==> config.mk <==
export PLATFORM = sky130hd
export DESIGN_NAME = motor_dense_serial_2out_flat
export DESIGN_NICKNAME = d
export VERILOG_FILES = /design/src/rtl/motor_dense_serial_2out_if.sv /design/src/rtl/motor_dense_serial_2out.sv /design/src/flat_wrapper.sv
export SDC_FILE = /design/constraint.sdc
export NUM_CORES = 2
export LEC_CHECK = 0
export ABC_AREA = 1
export CAP_MARGIN = 20
export CORE_MARGIN = 2
export CORE_UTILIZATION = 44
export DETAILED_ROUTE_END_ITERATION = 8
export GPL_TIMING_DRIVEN = 0
export SLEW_MARGIN = 20
export SYNTH_ARGS = -nofsm -noshare
export SYNTH_HDL_FRONTEND = slang
export SYNTH_SLANG_ARGS = --single-unit
export TNS_END_PERCENT = 30
==> constraint.sdc <==
create_clock -name ap_clk -period 4.9 [get_ports ap_clk]
set_input_delay 1.225 -clock ap_clk [delete_from_list [all_inputs] [get_ports ap_clk]]
set_output_delay 1.225 -clock ap_clk [all_outputs]
set_load 0.05 [all_outputs]
==> src/rtl/motor_dense_serial_2out_if.sv <==
// ============================================================================
// Module      : motor_dense_serial_2out_if
// Description : Bundle of control, sample-stream, weight-ROM, bias and result
//               signals for the serial two-neuron dense layer.
//               slave  modport : the dense engine (motor_dense_serial_2out)
//               master modport : whoever starts it, feeds samples and weights
// Signals     : ap_start / ap_idle / ap_done / ap_ready  HLS-style control
//               x_data, x_valid / x_ready                 sample handshake
//               w_addr -> w_data0, w_data1                weight ROM (1-cycle)
//               b0, b1                                    biases
//               ap_return_0, ap_return_1                  neuron results
// Revision    : 1.0 - initial release
// ============================================================================
`timescale 1ns/1ps
`default_nettype none

interface motor_dense_serial_2out_if #(
  parameter int N_IN   = 8,
  parameter int DATA_W = 18
);
  localparam int c_ADDR_W = (N_IN > 1) ? $clog2(N_IN) : 1;

  logic                      ap_start;
  logic                      ap_idle;
  logic                      ap_done;
  logic                      ap_ready;
  logic signed [DATA_W-1:0]  x_data;
  logic                      x_valid;
  logic                      x_ready;
  logic [c_ADDR_W-1:0]       w_addr;
  logic signed [DATA_W-1:0]  w_data0;
  logic signed [DATA_W-1:0]  w_data1;
  logic signed [DATA_W-1:0]  b0;
  logic signed [DATA_W-1:0]  b1;
  logic signed [DATA_W-1:0]  ap_return_0;
  logic signed [DATA_W-1:0]  ap_return_1;

  modport slave (
    input  ap_start, x_data, x_valid, w_data0, w_data1, b0, b1,
    output ap_idle, ap_done, ap_ready, x_ready, w_addr, ap_return_0, ap_return_1
  );

  modport master (
    output ap_start, x_data, x_valid, w_data0, w_data1, b0, b1,
    input  ap_idle, ap_done, ap_ready, x_ready, w_addr, ap_return_0, ap_return_1
  );
endinterface

`default_nettype wire

==> src/rtl/motor_dense_serial_2out.sv <==
// ============================================================================
// Module      : motor_dense_serial_2out
// Description : Serial dense layer with two output neurons, ap_fixed<18,7>
//               arithmetic (11 fractional bits). One sample per transfer is
//               multiplied by two weights fetched from an external ROM and
//               accumulated on top of the bias.
// Ports       : ap_clk    - clock, rising edge
//               ap_rst_n  - asynchronous active-low reset (release is
//                           re-timed internally through two flops)
//               bus       - motor_dense_serial_2out_if.slave (control,
//                           sample handshake, weight ROM, biases, results)
// Config      : MOTOR_DENSE_SAT_EN defined   -> outputs saturate (AP_SAT)
//               MOTOR_DENSE_SAT_EN undefined -> outputs wrap     (AP_WRAP)
// Revision    : 1.0 - initial release
// ============================================================================
`timescale 1ns/1ps
`default_nettype none

module motor_dense_serial_2out #(
  parameter int N_IN   = 8,
  parameter int DATA_W = 18
) (
  input  wire logic                 ap_clk,
  input  wire logic                 ap_rst_n,
  motor_dense_serial_2out_if.slave  bus
);

  localparam int c_ADDR_W = (N_IN > 1) ? $clog2(N_IN) : 1;
  localparam int c_FRAC_W = 11;
  localparam int c_PROD_W = 2 * DATA_W;
  localparam int c_ACC_W  = 2 * DATA_W + 4;
  localparam logic [c_ADDR_W-1:0] c_LAST_IDX = c_ADDR_W'(N_IN - 1);

  typedef enum logic [1:0] {
    S_IDLE  = 2'd0,
    S_ACC   = 2'd1,
    S_DRAIN = 2'd2,
    S_DONE  = 2'd3
  } state_t;

  // --------------------------------------------------------------------------
  // Reset: assertion is immediate, release is delayed by two clock edges so
  // the FSM never sees a transition on the edge where ap_rst_n rises.
  // --------------------------------------------------------------------------
  logic [1:0] r_rst_sync;
  logic       w_rst_n;

  always_ff @(posedge ap_clk or negedge ap_rst_n) begin
    if (!ap_rst_n) begin
      r_rst_sync <= 2'b00;
    end else begin
      r_rst_sync <= {r_rst_sync[0], 1'b1};
    end
  end

  assign w_rst_n = r_rst_sync[1];

  // --------------------------------------------------------------------------
  // State and datapath registers
  // --------------------------------------------------------------------------
  state_t                    r_state;
  logic [c_ADDR_W-1:0]       r_idx;
  logic signed [DATA_W-1:0]  r_x;
  logic                      r_mac_pend;
  logic signed [c_ACC_W-1:0] r_acc0;
  logic signed [c_ACC_W-1:0] r_acc1;
  logic signed [DATA_W-1:0]  r_ret0;
  logic signed [DATA_W-1:0]  r_ret1;
  logic                      r_idle;
  logic                      r_done;
  logic                      r_ready;
  logic                      r_x_ready;

  logic                      w_xfer;
  logic signed [c_PROD_W-1:0] w_prod0;
  logic signed [c_PROD_W-1:0] w_prod1;
  logic signed [c_ACC_W-1:0] w_acc_next0;
  logic signed [c_ACC_W-1:0] w_acc_next1;
  logic signed [c_ACC_W-1:0] w_bias0;
  logic signed [c_ACC_W-1:0] w_bias1;
  logic signed [DATA_W-1:0]  w_ret_next0;
  logic signed [DATA_W-1:0]  w_ret_next1;

  // x_ready is only ever high in ACC, so this also gates out-of-state offers
  assign w_xfer = bus.x_valid & r_x_ready;

  // The registered sample meets the weight the ROM returns one cycle after
  // its address was presented, i.e. on the cycle after the transfer.
  assign w_prod0 = r_x * bus.w_data0;
  assign w_prod1 = r_x * bus.w_data1;

  assign w_acc_next0 = r_acc0 + (r_mac_pend ? c_ACC_W'(w_prod0) : c_ACC_W'(0));
  assign w_acc_next1 = r_acc1 + (r_mac_pend ? c_ACC_W'(w_prod1) : c_ACC_W'(0));

  // Bias aligned to the product's 22 fractional bits
  assign w_bias0 = c_ACC_W'(bus.b0) <<< c_FRAC_W;
  assign w_bias1 = c_ACC_W'(bus.b1) <<< c_FRAC_W;

  // --------------------------------------------------------------------------
  // Output reduction: arithmetic shift (floor) back to 11 fractional bits,
  // then clamp or wrap to DATA_W. Uses the accumulator value including the
  // MAC that completes in DRAIN.
  // --------------------------------------------------------------------------
`ifdef MOTOR_DENSE_SAT_EN
  localparam logic signed [DATA_W-1:0] c_OUT_MAX = {1'b0, {(DATA_W-1){1'b1}}};
  localparam logic signed [DATA_W-1:0] c_OUT_MIN = {1'b1, {(DATA_W-1){1'b0}}};

  logic signed [c_ACC_W-1:0] w_shift0;
  logic signed [c_ACC_W-1:0] w_shift1;

  always_comb begin
    w_shift0 = w_acc_next0 >>> c_FRAC_W;
    w_shift1 = w_acc_next1 >>> c_FRAC_W;

    if (w_shift0 > c_ACC_W'(c_OUT_MAX)) begin
      w_ret_next0 = c_OUT_MAX;
    end else if (w_shift0 < c_ACC_W'(c_OUT_MIN)) begin
      w_ret_next0 = c_OUT_MIN;
    end else begin
      w_ret_next0 = w_shift0[DATA_W-1:0];
    end

    if (w_shift1 > c_ACC_W'(c_OUT_MAX)) begin
      w_ret_next1 = c_OUT_MAX;
    end else if (w_shift1 < c_ACC_W'(c_OUT_MIN)) begin
      w_ret_next1 = c_OUT_MIN;
    end else begin
      w_ret_next1 = w_shift1[DATA_W-1:0];
    end
  end
`else
  // Taking the bit field directly is the shift-then-truncate result
  assign w_ret_next0 = w_acc_next0[c_FRAC_W +: DATA_W];
  assign w_ret_next1 = w_acc_next1[c_FRAC_W +: DATA_W];
`endif

  // --------------------------------------------------------------------------
  // Control FSM and datapath
  // --------------------------------------------------------------------------
  always_ff @(posedge ap_clk or negedge w_rst_n) begin
    if (!w_rst_n) begin
      r_state    <= S_IDLE;
      r_idx      <= '0;
      r_x        <= '0;
      r_mac_pend <= 1'b0;
      r_acc0     <= '0;
      r_acc1     <= '0;
      r_ret0     <= '0;
      r_ret1     <= '0;
      r_idle     <= 1'b1;
      r_done     <= 1'b0;
      r_ready    <= 1'b0;
      r_x_ready  <= 1'b0;
    end else begin
      // A pending MAC always retires, whether or not a new sample arrives
      if (r_mac_pend) begin
        r_acc0 <= w_acc_next0;
        r_acc1 <= w_acc_next1;
      end
      r_mac_pend <= w_xfer;
      if (w_xfer) begin
        r_x <= bus.x_data;
      end

      case (r_state)
        S_IDLE: begin
          if (bus.ap_start) begin
            r_acc0    <= w_bias0;
            r_acc1    <= w_bias1;
            r_idx     <= '0;
            r_idle    <= 1'b0;
            r_x_ready <= 1'b1;
            r_state   <= S_ACC;
          end
        end
        S_ACC: begin
          if (w_xfer) begin
            if (r_idx == c_LAST_IDX) begin
              r_idx     <= '0;
              r_x_ready <= 1'b0;
              r_state   <= S_DRAIN;
            end else begin
              r_idx <= r_idx + 1'b1;
            end
          end
        end
        S_DRAIN: begin
          r_ret0  <= w_ret_next0;
          r_ret1  <= w_ret_next1;
          r_done  <= 1'b1;
          r_ready <= 1'b1;
          r_state <= S_DONE;
        end
        S_DONE: begin
          r_done  <= 1'b0;
          r_ready <= 1'b0;
          r_idle  <= 1'b1;
          r_state <= S_IDLE;
        end
        default: begin
          r_state <= S_IDLE;
        end
      endcase
    end
  end

  assign bus.ap_idle     = r_idle;
  assign bus.ap_done     = r_done;
  assign bus.ap_ready    = r_ready;
  assign bus.x_ready     = r_x_ready;
  assign bus.w_addr      = r_idx;
  assign bus.ap_return_0 = r_ret0;
  assign bus.ap_return_1 = r_ret1;

endmodule

`default_nettype wire

==> src/flat_wrapper.sv <==
// flat-port wrapper written by rule: the top's interface ports become plain ports
module motor_dense_serial_2out_flat 
#(
  parameter int N_IN   = 8,
  parameter int DATA_W = 18
)
  (ap_clk, ap_rst_n, bus_ap_start, bus_x_data, bus_x_valid, bus_w_data0, bus_w_data1, bus_b0, bus_b1, bus_ap_idle, bus_ap_done, bus_ap_ready, bus_x_ready, bus_w_addr, bus_ap_return_0, bus_ap_return_1);
  motor_dense_serial_2out_if #(.N_IN(N_IN), .DATA_W(DATA_W)) bus_i ();
  input  wire logic ap_clk;
  input  wire logic ap_rst_n;
  input wire logic [$bits(bus_i.ap_start)-1:0] bus_ap_start;
  input wire logic [$bits(bus_i.x_data)-1:0] bus_x_data;
  input wire logic [$bits(bus_i.x_valid)-1:0] bus_x_valid;
  input wire logic [$bits(bus_i.w_data0)-1:0] bus_w_data0;
  input wire logic [$bits(bus_i.w_data1)-1:0] bus_w_data1;
  input wire logic [$bits(bus_i.b0)-1:0] bus_b0;
  input wire logic [$bits(bus_i.b1)-1:0] bus_b1;
  output wire logic [$bits(bus_i.ap_idle)-1:0] bus_ap_idle;
  output wire logic [$bits(bus_i.ap_done)-1:0] bus_ap_done;
  output wire logic [$bits(bus_i.ap_ready)-1:0] bus_ap_ready;
  output wire logic [$bits(bus_i.x_ready)-1:0] bus_x_ready;
  output wire logic [$bits(bus_i.w_addr)-1:0] bus_w_addr;
  output wire logic [$bits(bus_i.ap_return_0)-1:0] bus_ap_return_0;
  output wire logic [$bits(bus_i.ap_return_1)-1:0] bus_ap_return_1;
  assign bus_i.ap_start = bus_ap_start;
  assign bus_i.x_data = bus_x_data;
  assign bus_i.x_valid = bus_x_valid;
  assign bus_i.w_data0 = bus_w_data0;
  assign bus_i.w_data1 = bus_w_data1;
  assign bus_i.b0 = bus_b0;
  assign bus_i.b1 = bus_b1;
  assign bus_ap_idle = bus_i.ap_idle;
  assign bus_ap_done = bus_i.ap_done;
  assign bus_ap_ready = bus_i.ap_ready;
  assign bus_x_ready = bus_i.x_ready;
  assign bus_w_addr = bus_i.w_addr;
  assign bus_ap_return_0 = bus_i.ap_return_0;
  assign bus_ap_return_1 = bus_i.ap_return_1;
  motor_dense_serial_2out #(.N_IN(N_IN), .DATA_W(DATA_W)) u_core (.ap_clk(ap_clk), .ap_rst_n(ap_rst_n), .bus(bus_i));
endmodule
==> impl_metrics.yaml <==
synth:
  synth_compound_area_share_pct: 7.02
  synth_common_cells: "inv_1, nand2_1, fa_1"
  synth_most_common_cell: "inv_1"
  synth_xor_xnor_area_share_pct: 1.81
  yosysWarnings: 0
  synth_edf_count: 0
  ys_seq_area_share_pct: 10.3
  synth_area_mm2: 0.0300
  post-synth-top-area-fraction_pct: 35.5
  synthCells: 4075
  synthSimpleGateAreaFrac_pct: 19.1
  synth_fp_nets: 4933
  avgSynthCellArea_um2: 7.37
  yosysUniqueCellTypes: 51
  synth_top_family_by_area: "adder cells"
  synth_largest_area_cell: "fa_1"
  synth_seq_cells: 123
  synthMuxAreaShare_pct: 0
  async_flop_share_pct: 100
  synth_flop_cell: "dfrtp_1"
  synth_area_leaders: "fa_1, inv_1, nand2_1"
  synthAdderAreaFrac_pct: 45.1
setup_path:
  crit_end: "u_core.bus.ap_return_1[17]"
  crit_start: "bus_w_data1[16]"
  endpoint_kind: "register"
  worstPathRequired_ps: 5320
  r2r-end: "u_core.bus.ap_return_1[17]"
  worstPathArrival_ps: 8120
  reg2reg_slack_ps: -2780
  crit_slowest_cell: "fa_1"
  path_max_fanout: 5
  timing.rr.start: "u_core.r_x[7]"
  worstSetupStartpointType: "primary input"
  reg2reg_depth: 34
  crit_type: "in -> reg"
  slowest_delay_ps: 600
timing:
  post-route-min-period_ps: 7700
  final.setup.worst_slack_ps: -2800
  tightest_slew_ps: 980
  drv_slew: 0
  fmax_ghz: 0.130
  finalHoldViolations: 0
  rsz0062_at_grt: "yes"
  setup_viol: 82
  fin_setup_tns_ps: -167450
  finClkSkew_ps: 25.5
  slew_headroom_pct: 34.7
  min_period_over_period_pct: 157
clock_network:
  h-tree-depth: 4
  clk_latency_ps: 500
  cts_hold_buffers: 0
  root_buffer: "clkbuf_16"
  clock_sinks: 123
  clk_pin_slew_ps: 70
  cts_buffer_depth: 2
  cts_tree: "yes"
  cts_buffers: 17
die:
  fp.dieW_um: 265
  start_util_pct: 44.6
  die_y_um: 265
  core_area_mm2: 0.0674
  rows: 95
  io_pins: 137
  dieArea_mm2: 0.0704
place:
  portBuffers: 110
  preCtsSetupSlack_ps: -4510
  dp.final_hpwl_mm: 82.1
  dp_cells: 5060
  place_congestion: 0.983
cells_and_area:
  syn_to_final_growth_pct: 26.1
  nNetsFinal: 5230
  final_cells: 5257
  antennaDiodeCount: 0
  drive_gt1_share_pct: 19.7
  post-route-util_pct: 56.2
global_routing:
  globalRouteTotalUtil_pct: 30.1
  grt_pass1_wl_mm: 161
  first_global_vias: 27400
  grt_max_degree: 48
  grt.overflow.total: 0
  antenna_found_initial: 0
flow_run:
  maxCapViolations: 0
outcome:
  failed_checks: "negative setup slack"
  status: "finished, violations left"
drt:
  drc: 0
  drt_first_pass_iters: 7
  drt-total-wl_mm: 104
  drt-initial-drc-count: 2054
  vias_per_cell: 5.08
  vias: 26700
  antenna_left: 0
  avgRoutedWirePerCell_um: 19.7
hold_path:
  hp-class: "reg -> async"
[timing repair]
| item | CTS | global route |
|---|---|---|
| gates cloned | 4 | 5 |
| pin swaps | 153 | 160 |
| buffers inserted | 106 | 69 |
| setup endpoints to repair | 84 | 84 |
| resized for setup | 434 | 291 |
[how the worst min path moves through the flow]
stage                    startpoint                         to  slack [ps]  depth (start not counted)
6_report       u_core.r_rst_sync[1]       u_core.bus.w_addr[0]         320                          0
5_1_grt        u_core.r_rst_sync[0]       u_core.r_rst_sync[1]         360                          0
4_1_cts        u_core.r_rst_sync[1]  u_core.bus.ap_return_1[2]         340                          0
3_5_place_dp   u_core.r_rst_sync[1]       u_core.bus.w_addr[0]         340                          0
3_3_place_gp   u_core.r_rst_sync[0]       u_core.r_rst_sync[1]         340                          0
2_1_floorplan  u_core.r_rst_sync[0]       u_core.r_rst_sync[1]         330                          0
[routing by layer]
layer,routed length (µm),global-route usage [%]
met1,44100,40.9
met2,48200,49.2
met3,7940,5.75
met4,3410,8.37
met5,0,0
[per-stage QoR]
step | hold slack [ps] | area (µm²)
3_3_place_gp | 335 | 33400
4_1_cts | 340 | 36400
3_5_place_dp | 338 | 33400
5_1_grt | 362 | 37900
6_report | 321 | 37900
2_1_floorplan | 331 | 31200
[cell families after synthesis]
group | Yosys count
buffers and inverters | 1323
adder cells (fa/ha/maj) | 764
flip-flops | 123
AND/OR/NAND/NOR | 1424
other | 1
XOR/XNOR | 62
AO/OA/AOI/OAI | 378
[cells in the final DEF, fill, tap and decap left out, drive strengths merged, types with 100 or more instances in the layout]
cell / Yosys / layout
a21oi: 213 / 213
buf: 44 / 254
clkbuf: 127 / 113
clkdlybuf4s50: 0 / 100
dfrtp: 122 / 122
fa: 532 / 532
ha: 232 / 232
inv: 1149 / 1151
nand2: 1035 / 1035
nand3: 129 / 129
nor2: 181 / 181
o21ai: 114 / 114
[state kept, by name (all words and copies together) (netlist names)]
| register | cells |
|---|---|
| u_core.bus.ap_idle | 1 |
| u_core.bus.ap_ready | 1 |
| u_core.bus.ap_return_0 | 18 |
| u_core.bus.ap_return_1 | 18 |
| u_core.bus.w_addr | 3 |
| u_core.bus.x_ready | 1 |
| u_core.r_acc0 | 29 |
| u_core.r_acc1 | 29 |
| u_core.r_mac_pend | 1 |
| u_core.r_rst_sync | 2 |
| u_core.r_state | 2 |
| u_core.r_x | 18 |
[critical path: cells and delay by family]
family / cells / cell delay (ps)
adder cells (fa/ha/maj): 8 / 3840
AND/OR/NAND/NOR: 18 / 2180
buffers and inverters: 8 / 550
XOR/XNOR: 1 / 230
AO/OA/AOI/OAI: 1 / 70
[final cells by class]
cell class	count	area (µm²)
fill	6331	29500
multi-input combinational	2629	24500
inverter	1152	4340
sequential	123	3100
timing repair buffer	294	2710
buffer	155	1600
tap	873	1090
clock buffer	19	443
clock inverter	12	139
Power is not shown: default switching activity piles up to over one toggle a cycle in this logic, so the estimate is an artifact.
